==> src/rtl/secuenciador_calculo.sv <==
// Sequencer between the operand switches and a shared multicycle arithmetic unit:
// captures operands on a debounced go, pulses start, waits for done under a watchdog.
module secuenciador_calculo #(
    parameter int WIDTH   = 8,
    parameter int TIMEOUT = 255
) (
    input  logic               clk,
    input  logic               rst,
    input  logic [WIDTH-1:0]   binA,
    input  logic [WIDTH-1:0]   binB,
    input  logic [1:0]         op,
    input  logic               btn_go,
    input  logic               btn_clr,
    output logic [WIDTH-1:0]   alu_a,
    output logic [WIDTH-1:0]   alu_b,
    output logic [1:0]         alu_op,
    output logic               alu_start,
    input  logic               alu_done,
    input  logic [2*WIDTH-1:0] alu_result,
    output logic [2*WIDTH-1:0] result,
    output logic               result_valid,
    output logic               busy,
    output logic               error
);

    localparam int CW = (TIMEOUT < 2) ? 1 : $clog2(TIMEOUT + 1);

    typedef enum logic [2:0] {
        S_IDLE,
        S_LOAD,
        S_START,
        S_WAIT,
        S_SHOW,
        S_ERR
    } state_t;

    state_t             r_state;
    logic [2:0]         r_go_sync;
    logic [2:0]         r_clr_sync;
    logic [CW-1:0]      r_cnt;
    logic [WIDTH-1:0]   r_alu_a;
    logic [WIDTH-1:0]   r_alu_b;
    logic [1:0]         r_alu_op;
    logic               r_alu_start;
    logic [2*WIDTH-1:0] r_result;
    logic               r_result_valid;
    logic               r_busy;
    logic               r_error;
    logic               w_go_p;
    logic               w_clr_p;

    // Two synchronizer stages plus one delay stage; pulse on the rising edge only.
    always_ff @(posedge clk or posedge rst) begin
        if (rst) begin
            r_go_sync  <= '0;
            r_clr_sync <= '0;
        end else begin
            r_go_sync  <= {r_go_sync[1:0], btn_go};
            r_clr_sync <= {r_clr_sync[1:0], btn_clr};
        end
    end

    assign w_go_p  = r_go_sync[1] & ~r_go_sync[2];
    assign w_clr_p = r_clr_sync[1] & ~r_clr_sync[2];

    always_ff @(posedge clk or posedge rst) begin
        if (rst) begin
            r_state        <= S_IDLE;
            r_cnt          <= '0;
            r_alu_a        <= '0;
            r_alu_b        <= '0;
            r_alu_op       <= '0;
            r_alu_start    <= 1'b0;
            r_result       <= '0;
            r_result_valid <= 1'b0;
            r_busy         <= 1'b0;
            r_error        <= 1'b0;
        end else begin
            r_alu_start <= 1'b0;
            // Clear has priority over everything, including a simultaneous go.
            if (w_clr_p) begin
                r_state        <= S_IDLE;
                r_cnt          <= '0;
                r_result       <= '0;
                r_result_valid <= 1'b0;
                r_busy         <= 1'b0;
                r_error        <= 1'b0;
            end else begin
                case (r_state)
                    S_IDLE: begin
                        if (w_go_p) begin
                            r_state <= S_LOAD;
                            r_busy  <= 1'b1;
                        end
                    end
                    S_LOAD: begin
                        r_alu_a        <= binA;
                        r_alu_b        <= binB;
                        r_alu_op       <= op;
                        r_result_valid <= 1'b0;
                        r_alu_start    <= 1'b1;
                        r_state        <= S_START;
                    end
                    S_START: begin
                        r_cnt   <= '0;
                        r_state <= S_WAIT;
                    end
                    S_WAIT: begin
                        // A done on the last allowed cycle still beats the watchdog.
                        if (alu_done) begin
                            r_result       <= alu_result;
                            r_result_valid <= 1'b1;
                            r_busy         <= 1'b0;
                            r_state        <= S_SHOW;
                        end else if (r_cnt == CW'(TIMEOUT - 1)) begin
                            r_error <= 1'b1;
                            r_busy  <= 1'b0;
                            r_state <= S_ERR;
                        end else begin
                            r_cnt <= r_cnt + CW'(1);
                        end
                    end
                    S_SHOW: begin
                        if (w_go_p) begin
                            r_state <= S_LOAD;
                            r_busy  <= 1'b1;
                        end
                    end
                    S_ERR: begin
                        r_state <= S_ERR;
                    end
                    default: begin
                        r_state <= S_IDLE;
                        r_busy  <= 1'b0;
                    end
                endcase
            end
        end
    end

    assign alu_a        = r_alu_a;
    assign alu_b        = r_alu_b;
    assign alu_op       = r_alu_op;
    assign alu_start    = r_alu_start;
    assign result       = r_result;
    assign result_valid = r_result_valid;
    assign busy         = r_busy;
    assign error        = r_error;

endmodule

==> config.mk <==
export PLATFORM = sky130hd
export DESIGN_NAME = secuenciador_calculo
export DESIGN_NICKNAME = d
export VERILOG_FILES = /design/src/rtl/secuenciador_calculo.sv
export SDC_FILE = /design/constraint.sdc
export NUM_CORES = 1
export LEC_CHECK = 0
export ABC_AREA = 0
export BUFFER_PORTS_ARGS = -buffer_cell sky130_fd_sc_hd__buf_2
export CAP_MARGIN = 15
export CELL_PAD_IN_SITES_DETAIL_PLACEMENT = 1
export CELL_PAD_IN_SITES_GLOBAL_PLACEMENT = 1
export CORE_AREA = 2 2 78 80
export DETAILED_ROUTE_END_ITERATION = 16
export DIE_AREA = 0 0 80 82
export MAX_ROUTING_LAYER = met4
export PLACE_DENSITY_LB_ADDON = 0.1
export SLEW_MARGIN = 10
export SYNTH_ARGS = -nofsm -noshare
export SYNTH_HDL_FRONTEND = slang
export SYNTH_SLANG_ARGS = --single-unit
export TNS_END_PERCENT = 30
==> constraint.sdc <==
create_clock -name clk -period 5.6 [get_ports clk]
set_clock_uncertainty 0.15 [all_clocks]
set_input_delay 0.84 -clock clk [delete_from_list [all_inputs] [get_ports clk]]
set_output_delay 0.84 -clock clk [all_outputs]
set_load 0.02 [all_outputs]
==> impl_metrics.py, run 1 <==
metrics = {
    "global_routing": {
        "grt_pass1_vias": 1746,
        "grt_first_pass_wirelength_mm": 8.41,
        "grt_max_degree": 56,
        "grt_use_total_pct": 17.0,
        "overflow": 0,
        "antenna_found_initial": 0,
    },
    "clocking": {
        "hold_buffers": 0,
        "cts_max_path_buffers": 2,
        "cts_resized": 0,
        "path_clk_slew_ps": 100,
        "cts_sinks": 55,
        "clkLatencyLatePin_ps": 300,
        "postCtsSetupBuffers": 0,
        "clockRootBuffer": "clkbuf_8",
        "cts_buffers": 5,
        "cts_tree": "yes",
        "htree_levels": 2,
    },
    "synth": {
        "syn-cell-area_sq_um": 2260,
        "yosysWarnings": 0,
        "syn_avg_cell_area_sq_um": 13.1,
        "synth_flop_cell": "dfrtp_1",
        "synth_cells": 172,
        "yosysUniqueCellTypes": 42,
        "synth-async-reset-ratio_pct": 100,
        "yosysMostFrequentCell": "dfrtp_1",
        "synth_top_area_cell": "dfrtp_1",
        "yosys.area.top_type_share_pct": 61.0,
        "ys_ff_latch": 55,
        "synth_nets": 213,
        "synth_seq_area_share_pct": 61.0,
        "yosys-top-cells-area": "dfrtp_1 (61%), mux2_2 (9.0%), a22o_1 (6.6%)",
        "synth_common_cells": "dfrtp_1 (55), mux2_2 (18), a22o_1 (17), inv_1 (8), nand2_1 (6)",
        "synth_enable_flop_cells": 0,
    },
    "pwr": {
        "p_per_area_nw_per_um2": 482,
        "vdd_drop_max_uv": 206,
        "p_leak_nw": 1.36,
    },
    "placed_design": {
        "numPlacedInstances": 316,
        "dp_hpwl_mm": 3.53,
        "gp_congestion": 0.763,
        "dp_slack_ps": 3210,
        "io_buffers": 76,
    },
    "routing": {
        "drt_iter0_drc": 72,
        "vias_per_cell": 5.20,
        "routed_wl_mm": 5.06,
        "dr.pass1.iters": 4,
        "ant_nets": 0,
        "wire_per_inst_microns": 15.6,
        "drcViolationCount": 0,
        "vias": 1686,
    },
    "die": {
        "die_w_microns": 80,
        "start_util_pct": 39.3,
        "ios": 77,
        "coreArea_sq_um": 5750,
        "fp.dieArea_sq_um": 6560,
        "die_h_microns": 82,
        "std_cell_rows": 28,
    },
    "sta": {
        "final.min_clock_period_ps": 2190,
        "worst_slew_pin_slew_ps": 960,
        "finalWorstSetupSlack_ps": 3410,
        "finalCritPeriodShare_pct": 39.1,
        "slew_violations": 0,
        "slew_headroom_pct": 35.5,
        "rsz0062_at_grt": "no",
        "setup_violations": 0,
        "hold_viol_final": 0,
        "setup_tns_ps": 0,
        "max_freq_ghz": 0.456,
    },
    "critical_path": {
        "cp.required_ps": 5680,
        "crit_buf_inv": 0,
        "arrival_ps": 2270,
        "cp_top_family": "simple AND/OR/NAND/NOR gates",
        "crit_type": "reg -> reg",
        "crit_chain": "nor2b_1, a31oi_1, or4_1, a21boi_1",
        "critPathLaunchType": "flip-flop",
        "cp-end-kind": "flip-flop",
        "critical_path_peak_fanout": 13,
        "slowest_stage": "or4_1",
        "max_stage_delay_ps": 570,
    },
    "outcome": {
        "status": "complete, no violations",
    },
    "job": {
        "max_cap_violations": 0,
    },
    "cells_and_area": {
        "n_fill_cell": 651,
        "antenna_cells": 0,
        "layout-drive-gt1-share_pct": 44.2,
        "seq_area_sq_um": 1380,
        "nNetsFinal": 289,
        "area_delta_synth_final_pct": 24.2,
        "finalNonFillerCells": 324,
        "multi_input_area_sq_um": 803,
        "final_core_util_pct": 48.8,
    },
    "hold_path": {
        "hold_class": "reg -> reg",
    },
}
==> final cells by class <==
class / count / share of cell area (%)
tap: 75 / 3.35
clock inverter: 3 / 1.56
timing repair buffer: 77 / 13.8
sequential: 55 / 49.1
clock buffer: 5 / 2.45
inverter: 8 / 1.07
multi-input combinational: 101 / 28.6
==> report_power, final <==
| part | switching, W | internal [W] | total [W] |
|---|---|---|---|
| combinational | 0.000288 | 0.000212 | 0.000500 |
| clock | 0.000129 | 0.000133 | 0.000262 |
| sequential | 0.0000781 | 0.000510 | 0.000588 |
==> flip-flops by register name, summed over array words and instances, names as in the netlist <==
name	cells
r_cnt	8
result_valid	1
error	1
alu_start	1
alu_b	8
alu_a	8
busy	1
r_clr_sync	3
r_state	3
r_go_sync	3
result	16
alu_op	2
==> cell families (layout without fill, tap and decap cells) <==
kind of cell,after synthesis,after routing,share of synthesized area [%]
flip-flops,55,55,61.0
AO/OA/AOI/OAI,42,42,14.6
AND/OR/NAND/NOR,36,36,9.65
multiplexers,20,20,9.87
buffers and inverters,16,93,3.44
adder cells (fa/ha/maj),2,2,1.11
XOR/XNOR,1,1,0.388
==> routing by layer <==
layer  GRT usage, %  routed length, microns  share of wire [%]
met5              -                       0                  0
met4           5.08                      54                1.1
met3           4.62                     276                5.5
met2           26.3                    2390                 47
met1           22.0                    2340                 46
==> worst paths after layout <==
path,startpoint,cells after the start,slack [ps],end
hold / removal,r_clr_sync[0]$_DFF_PP0_,0,210,r_clr_sync[1]$_DFF_PP0_
hold reg to reg,r_clr_sync[0]$_DFF_PP0_,0,210,r_clr_sync[1]$_DFF_PP0_
setup / recovery,r_clr_sync[1]$_DFF_PP0_,4,3410,r_cnt[6]$_DFFE_PP0P_
max in group asynchronous,rst,3,4280,alu_op[1]$_DFFE_PP0P_
min in group asynchronous,rst,3,560,alu_b[0]$_DFFE_PP0P_
setup reg to reg,r_clr_sync[1]$_DFF_PP0_,4,3410,r_cnt[6]$_DFFE_PP0P_
==> metrics by stage <==
step,instance area [sq um],power (W),hold WS (ps)
final,2800,0.00135,209
after global routing,2800,0.00144,217
after CTS,2800,0.00137,210
after detailed placement,2690,0.00110,186
after global placement,2690,0.00109,182
after floorplan,2260,0.000936,181
==> cells in the final DEF (no fill, tap or decap), types with 3 or more instances in the layout <==
cell,count
o21ai_0,4
mux2_2,18
buf_2,76
dfrtp_1,55
or3_1,3
or4_1,4
nor3_1,3
nand2_1,6
clkbuf_8,5
nand3_1,3
a22o_1,17
o31ai_1,5
a21boi_1,4
inv_1,7
No activity file was read; power rests on OpenSTA's default activity.
==> run 2: changes to the inputs <==
--- a/config.mk
+++ b/config.mk
@@ -10,9 +10,9 @@
 export CAP_MARGIN = 15
 export CELL_PAD_IN_SITES_DETAIL_PLACEMENT = 1
 export CELL_PAD_IN_SITES_GLOBAL_PLACEMENT = 1
-export CORE_AREA = 2 2 78 80
+export CORE_AREA = 2 2 84 86
 export DETAILED_ROUTE_END_ITERATION = 16
-export DIE_AREA = 0 0 80 82
+export DIE_AREA = 0 0 86 88
 export MAX_ROUTING_LAYER = met4
 export PLACE_DENSITY_LB_ADDON = 0.1
 export SLEW_MARGIN = 10
==> constraint.sdc (replaced) <==
create_clock -name clk -period 1.8 [get_ports clk]
set_clock_uncertainty 0.15 [all_clocks]
set_input_delay 0.27 -clock clk [delete_from_list [all_inputs] [get_ports clk]]
set_output_delay 0.27 -clock clk [all_outputs]
set_load 0.02 [all_outputs]
==> impl_metrics.py, run 2 (synthesized netlist as in run 1, its figures left out) <==
metrics = {
    "outcome": {
        "status": "complete, no violations",
    },
    "pwr": {
        "vdd_drop_max_uv": 678,
        "p_leak_nw": 1.50,
        "p_per_area_nw_per_um2": 1380,
        "total_power_w": 0.00425,
    },
    "global_routing": {
        "overflow": 0,
        "grt_use_total_pct": 15.6,
        "grt_first_pass_wirelength_mm": 9.05,
        "antenna_found_initial": 0,
        "grt_pass1_vias": 1896,
        "grt_max_degree": 36,
    },
    "clocking": {
        "path_clk_slew_ps": 100,
        "clkLatencyLatePin_ps": 300,
        "cts_max_path_buffers": 2,
        "cts_sinks": 55,
        "cts_buffers": 5,
        "cts_tree": "yes",
        "postCtsSetupBuffers": 0,
        "htree_levels": 2,
        "clockRootBuffer": "clkbuf_8",
    },
    "cells_and_area": {
        "antenna_cells": 0,
        "largest_reg_flops": 16,
        "final_common_cell": "buf_2",
        "area_delta_synth_final_pct": 36.2,
        "final_area_sq_um": 3070,
        "finalNonFillerCells": 355,
        "nNetsFinal": 315,
        "layout-drive-gt1-share_pct": 52.4,
        "final_cell_mix": "buf_2 (76), dfrtp_1 (53), buf_4 (21)",
    },
    "die": {
        "die_h_microns": 88,
        "start_util_pct": 34.0,
        "std_cell_rows": 30,
        "ios": 77,
        "fp.dieArea_sq_um": 7570,
        "coreArea_sq_um": 6640,
        "die_w_microns": 86,
    },
    "critical_path": {
        "cp-end-kind": "flip-flop",
        "critical_path_peak_fanout": 13,
        "cp.required_ps": 1890,
        "ff2ff_path_depth": 7,
        "crit_type": "reg -> reg",
        "crit_buf_inv": 2,
        "cp_top_family": "simple AND/OR/NAND/NOR gates",
        "arrival_ps": 1840,
        "r2r_end": "r_cnt[3]$_DFFE_PP0P_",
        "crit_chain": "inv_1, ha_2, nand3_2, nor4_2, buf_4, or4_4, a21boi_2",
        "r2r_slack_ps": 40,
        "worstReg2RegStart": "r_cnt[0]$_DFFE_PP0P_",
        "critPathLaunchType": "flip-flop",
        "slowest_stage": "or4_4",
        "max_stage_delay_ps": 520,
    },
    "routing": {
        "vias_per_cell": 5.06,
        "dr.pass1.iters": 4,
        "ant_nets": 0,
        "drt_iter0_drc": 38,
        "vias": 1797,
        "wire_per_inst_microns": 15.2,
        "routed_wl_mm": 5.41,
        "drcViolationCount": 0,
    },
    "sta": {
        "rsz0062_at_grt": "yes",
        "slew_headroom_pct": 50.4,
        "worst_hold_slack_ps": 28.9,
        "slew_violations": 0,
        "finalCritPeriodShare_pct": 97.5,
        "max_freq_ghz": 0.570,
        "setup_tns_ps": 0,
        "worst_slew_pin_slew_ps": 744,
        "setup_violations": 0,
        "hold_viol_final": 0,
        "final.min_clock_period_ps": 1760,
    },
    "placed_design": {
        "gp_congestion": 0.828,
        "io_buffers": 76,
        "placed_cell_area_sq_um": 2910,
        "numPlacedInstances": 344,
        "dp_hpwl_mm": 3.94,
    },
    "job": {
        "max_cap_violations": 0,
    },
    "hold_path": {
        "hold_depth": 2,
        "hold_class": "in -> reg",
        "worstHoldStart": "alu_result[0]",
        "hold_path_end": "result[0]$_DFFE_PP0P_",
    },
}
## run 2: cell count changes in the layout (fill, tap and decap cells not counted), sizes merged
cell	delta
dlygate4sd3	+3
clkinv	-1
buf	+23
clkinvlp	+1
clkbuf	+1
bufinv	-1
## run 2: worst max path at each step
stage	cells past startpoint	start	end
2_1_floorplan	1	rst	alu_a[0]$_DFFE_PP0P_
3_3_place_gp	4	r_state[2]$_DFFE_PP0P_	result[12]$_DFFE_PP0P_
3_5_place_dp	7	r_cnt[0]$_DFFE_PP0P_	r_cnt[5]$_DFFE_PP0P_
4_1_cts	4	r_state[2]$_DFFE_PP0P_	result[9]$_DFFE_PP0P_
5_1_grt	3	r_state[1]$_DFFE_PP0P_	result[1]$_DFFE_PP0P_
6_report	7	r_cnt[0]$_DFFE_PP0P_	r_cnt[3]$_DFFE_PP0P_
## run 2: metrics by stage
| step | setup WS [ps] | utilization (%) |
|---|---|---|
| 3_3_place_gp | 18.5 | 43.8 |
| 5_1_grt | -53.8 | 46.3 |
| 3_5_place_dp | -9.27 | 43.8 |
| 4_1_cts | 3.03 | 45.6 |
| 2_1_floorplan | 37.1 | - |
| 6_report | 45.0 | 46.3 |
## run 2: metal layers
| layer | GRT usage, % | part of all wire, % |
|---|---|---|
| met5 | - | 0 |
| met4 | 4.33 | 1.1 |
| met3 | 4.62 | 5.9 |
| met2 | 23.5 | 46 |
| met1 | 20.5 | 47 |
## run 2: layout make-up
type / instances / area, sq um
fill: 734 / 3570
sequential: 55 / 1380
multi-input combinational: 101 / 852
timing repair buffer: 103 / 628
tap: 80 / 100
clock buffer: 6 / 72.6
inverter: 8 / 30.0
clock inverter: 2 / 12.5
## run 2: what timing repair did
item                                    4_1_cts  5_1_grt
pin swaps                                     3        1
resized for setup                             1       12
hold buffers                                  3        0
endpoints found under the hold margin        57        0
endpoints found under the setup margin        4       24
## run 2: power by group
group          leakage (nW)  total, W  internal [W]  switching, W
logic                 0.761   0.00178      0.000814      0.000965
clock network        0.0412  0.000673      0.000273      0.000400
registers             0.701   0.00180       0.00159      0.000211
## run 2: worst register-to-register path: stages (launching register included)
cell,delay [ps]
dfrtp_1,350
inv_1,50
ha_2,180
nand3_2,80
nor4_2,40
buf_4,180
or4_4,520
a21boi_2,130
==> run 3: changes to the inputs <==
--- a/config.mk
+++ b/config.mk
@@ -10,9 +10,9 @@
 export CAP_MARGIN = 15
 export CELL_PAD_IN_SITES_DETAIL_PLACEMENT = 1
 export CELL_PAD_IN_SITES_GLOBAL_PLACEMENT = 1
-export CORE_AREA = 2 2 84 86
+export CORE_AREA = 2 2 78 80
 export DETAILED_ROUTE_END_ITERATION = 16
-export DIE_AREA = 0 0 86 88
+export DIE_AREA = 0 0 80 82
 export MAX_ROUTING_LAYER = met4
 export PLACE_DENSITY_LB_ADDON = 0.1
 export SLEW_MARGIN = 10
==> constraint.sdc (replaced) <==
create_clock -name clk -period 2.2 [get_ports clk]
set_clock_uncertainty 0.15 [all_clocks]
set_input_delay 0.33 -clock clk [delete_from_list [all_inputs] [get_ports clk]]
set_output_delay 0.33 -clock clk [all_outputs]
set_load 0.02 [all_outputs]
==> impl_metrics.py, run 3 (synthesized netlist as in run 1, its figures left out) <==
metrics = {
    "outcome": {
        "status": "complete, no violations",
    },
    "global_routing": {
        "grt_use_total_pct": 17.0,
        "grt_max_degree": 56,
        "met1_usage_pct": 23.9,
        "grt_first_pass_wirelength_mm": 8.38,
        "antenna_found_initial": 0,
        "overflow": 0,
        "top_usage_layer": "met2",
        "grt_pass1_vias": 1778,
        "globalRouteMet3Util_pct": 3.30,
        "met2_usage_pct": 24.0,
    },
    "clocking": {
        "postCtsSetupBuffers": 0,
        "cts_tree": "yes",
        "clockRootBuffer": "clkbuf_8",
        "clkLatencyLatePin_ps": 300,
        "path_clk_slew_ps": 100,
        "hold_buffers": 3,
        "cts_sinks": 55,
        "cts_resized": 0,
        "cts_buffers": 5,
        "htree_levels": 2,
        "cts_max_path_buffers": 2,
    },
    "die": {
        "coreArea_sq_um": 5750,
        "fp.dieArea_sq_um": 6560,
        "die_h_microns": 82,
        "ios": 77,
        "start_util_pct": 39.3,
        "die_w_microns": 80,
        "std_cell_rows": 28,
    },
    "critical_path": {
        "critical_path_peak_fanout": 16,
        "critPathLaunchType": "flip-flop",
        "cp.required_ps": 2290,
        "cp-end-kind": "flip-flop",
        "crit_type": "reg -> reg",
        "arrival_ps": 2060,
    },
    "routing": {
        "vias": 1664,
        "drcViolationCount": 0,
        "ant_nets": 0,
        "routed_wl_mm": 4.87,
        "dr.pass1.iters": 4,
        "vias_per_cell": 5.06,
        "drt_iter0_drc": 60,
        "wire_per_inst_microns": 14.8,
    },
    "sta": {
        "max_freq_ghz": 0.509,
        "hold_viol_final": 0,
        "finalCritPeriodShare_pct": 89.3,
        "worst_slew_pin_slew_ps": 979,
        "setup_violations": 0,
        "final.min_clock_period_ps": 1970,
        "slew_headroom_pct": 34.4,
        "rsz0062_at_grt": "no",
        "setup_tns_ps": 0,
        "slew_violations": 0,
    },
    "pwr": {
        "vdd_drop_max_uv": 588,
        "p_per_area_nw_per_um2": 1170,
        "power_frac_seq_pct": 44.6,
        "power_frac_comb_pct": 38.5,
        "internal_power_w": 0.00210,
        "switchingPower_w": 0.00123,
        "power.clock.fraction_pct": 16.9,
        "switching_share_pct": 37.0,
        "p_leak_nw": 1.39,
    },
    "hold_path": {
        "hold_class": "in -> reg",
    },
    "placed_design": {
        "io_buffers": 76,
        "gp_congestion": 0.772,
        "dp_hpwl_mm": 3.44,
    },
    "cells_and_area": {
        "largest_reg_flops": 16,
        "antenna_cells": 0,
        "n_fill_cell": 634,
        "final_core_util_pct": 49.5,
        "seq_area_sq_um": 1380,
        "final_common_cell": "buf_2",
        "multi_input_area_sq_um": 803,
        "layout-drive-gt1-share_pct": 44.1,
        "final_cell_mix": "buf_2 (76), dfrtp_1 (55), mux2_2 (18)",
        "area_delta_synth_final_pct": 26.0,
        "nNetsFinal": 295,
    },
    "job": {
        "max_cap_violations": 0,
    },
}
==> run 3: cell types whose count changed in the layout (fill, tap and decap cells not counted), sizes merged <==
cell	delta
buf	-20
clkinvlp	-1
==> run 3: layout make-up <==
cell class / count / share of cell area [%]
clock inverters: 1 / 0.176
multi-input cells: 101 / 28.2
well taps: 75 / 3.30
clock buffers: 6 / 2.90
flip-flops and latches: 55 / 48.4
inverters: 8 / 1.06
repair buffers: 83 / 15.9
==> run 3: critical path: stages, from the launching register on <==
cell and delay [ps]:
dfrtp_1 530, and3b_1 250, nand2_1 150, nor2_2 560, a22o_1 250
==> run 3: metrics by stage <==
| step | area (sq um) | setup slack, ps | hold WS [ps] | std cells | total power [W] |
|---|---|---|---|---|---|
| 2_1_floorplan | 2260 | 377 | 181 | 172 | 0.00238 |
| 3_3_place_gp | 2730 | 275 | 182 | 319 | 0.00278 |
| 3_5_place_dp | 2730 | 250 | 186 | 319 | 0.00280 |
| 4_1_cts | 2840 | 233 | 78.3 | 329 | 0.00338 |
| 5_1_grt | 2840 | 55.0 | 80.5 | 329 | 0.00356 |
| 6_report | 2840 | 235 | 92.6 | 329 | 0.00333 |
==> run 3: metal layers <==
layer	vias up	wire length [microns]
met4	0	59
li1	795	-
met5	-	0
met2	50	2180
met1	813	2370
met3	6	263
==> run 3: power by group through the flow <==
stage                     clock, W  combinational [W]  sequential, W
final                     0.000562            0.00128        0.00149
after global placement           0            0.00128        0.00150
after global routing      0.000629            0.00139        0.00154
after floorplan                  0           0.000609        0.00177
after CTS                 0.000591            0.00130        0.00149
after detailed placement         0            0.00129        0.00151
==> run 3: worst paths after layout <==
path                                               from                        to  slack [ps]  depth (start not counted)
max in group asynchronous                           rst     result[5]$_DFFE_PP0P_        1190                          4
worst min-delay path                     alu_result[11]    result[11]$_DFFE_PP0P_          90                          2
min in group asynchronous                           rst  result_valid$_DFFE_PP0P_         480                          4
worst min register to register  r_clr_sync[0]$_DFF_PP0_   r_clr_sync[1]$_DFF_PP0_         210                          0
worst max-delay path             r_state[1]$_DFFE_PP0P_     result[7]$_DFFE_PP0P_         230                          4
worst max register to register   r_state[1]$_DFFE_PP0P_     result[7]$_DFFE_PP0P_         230                          4
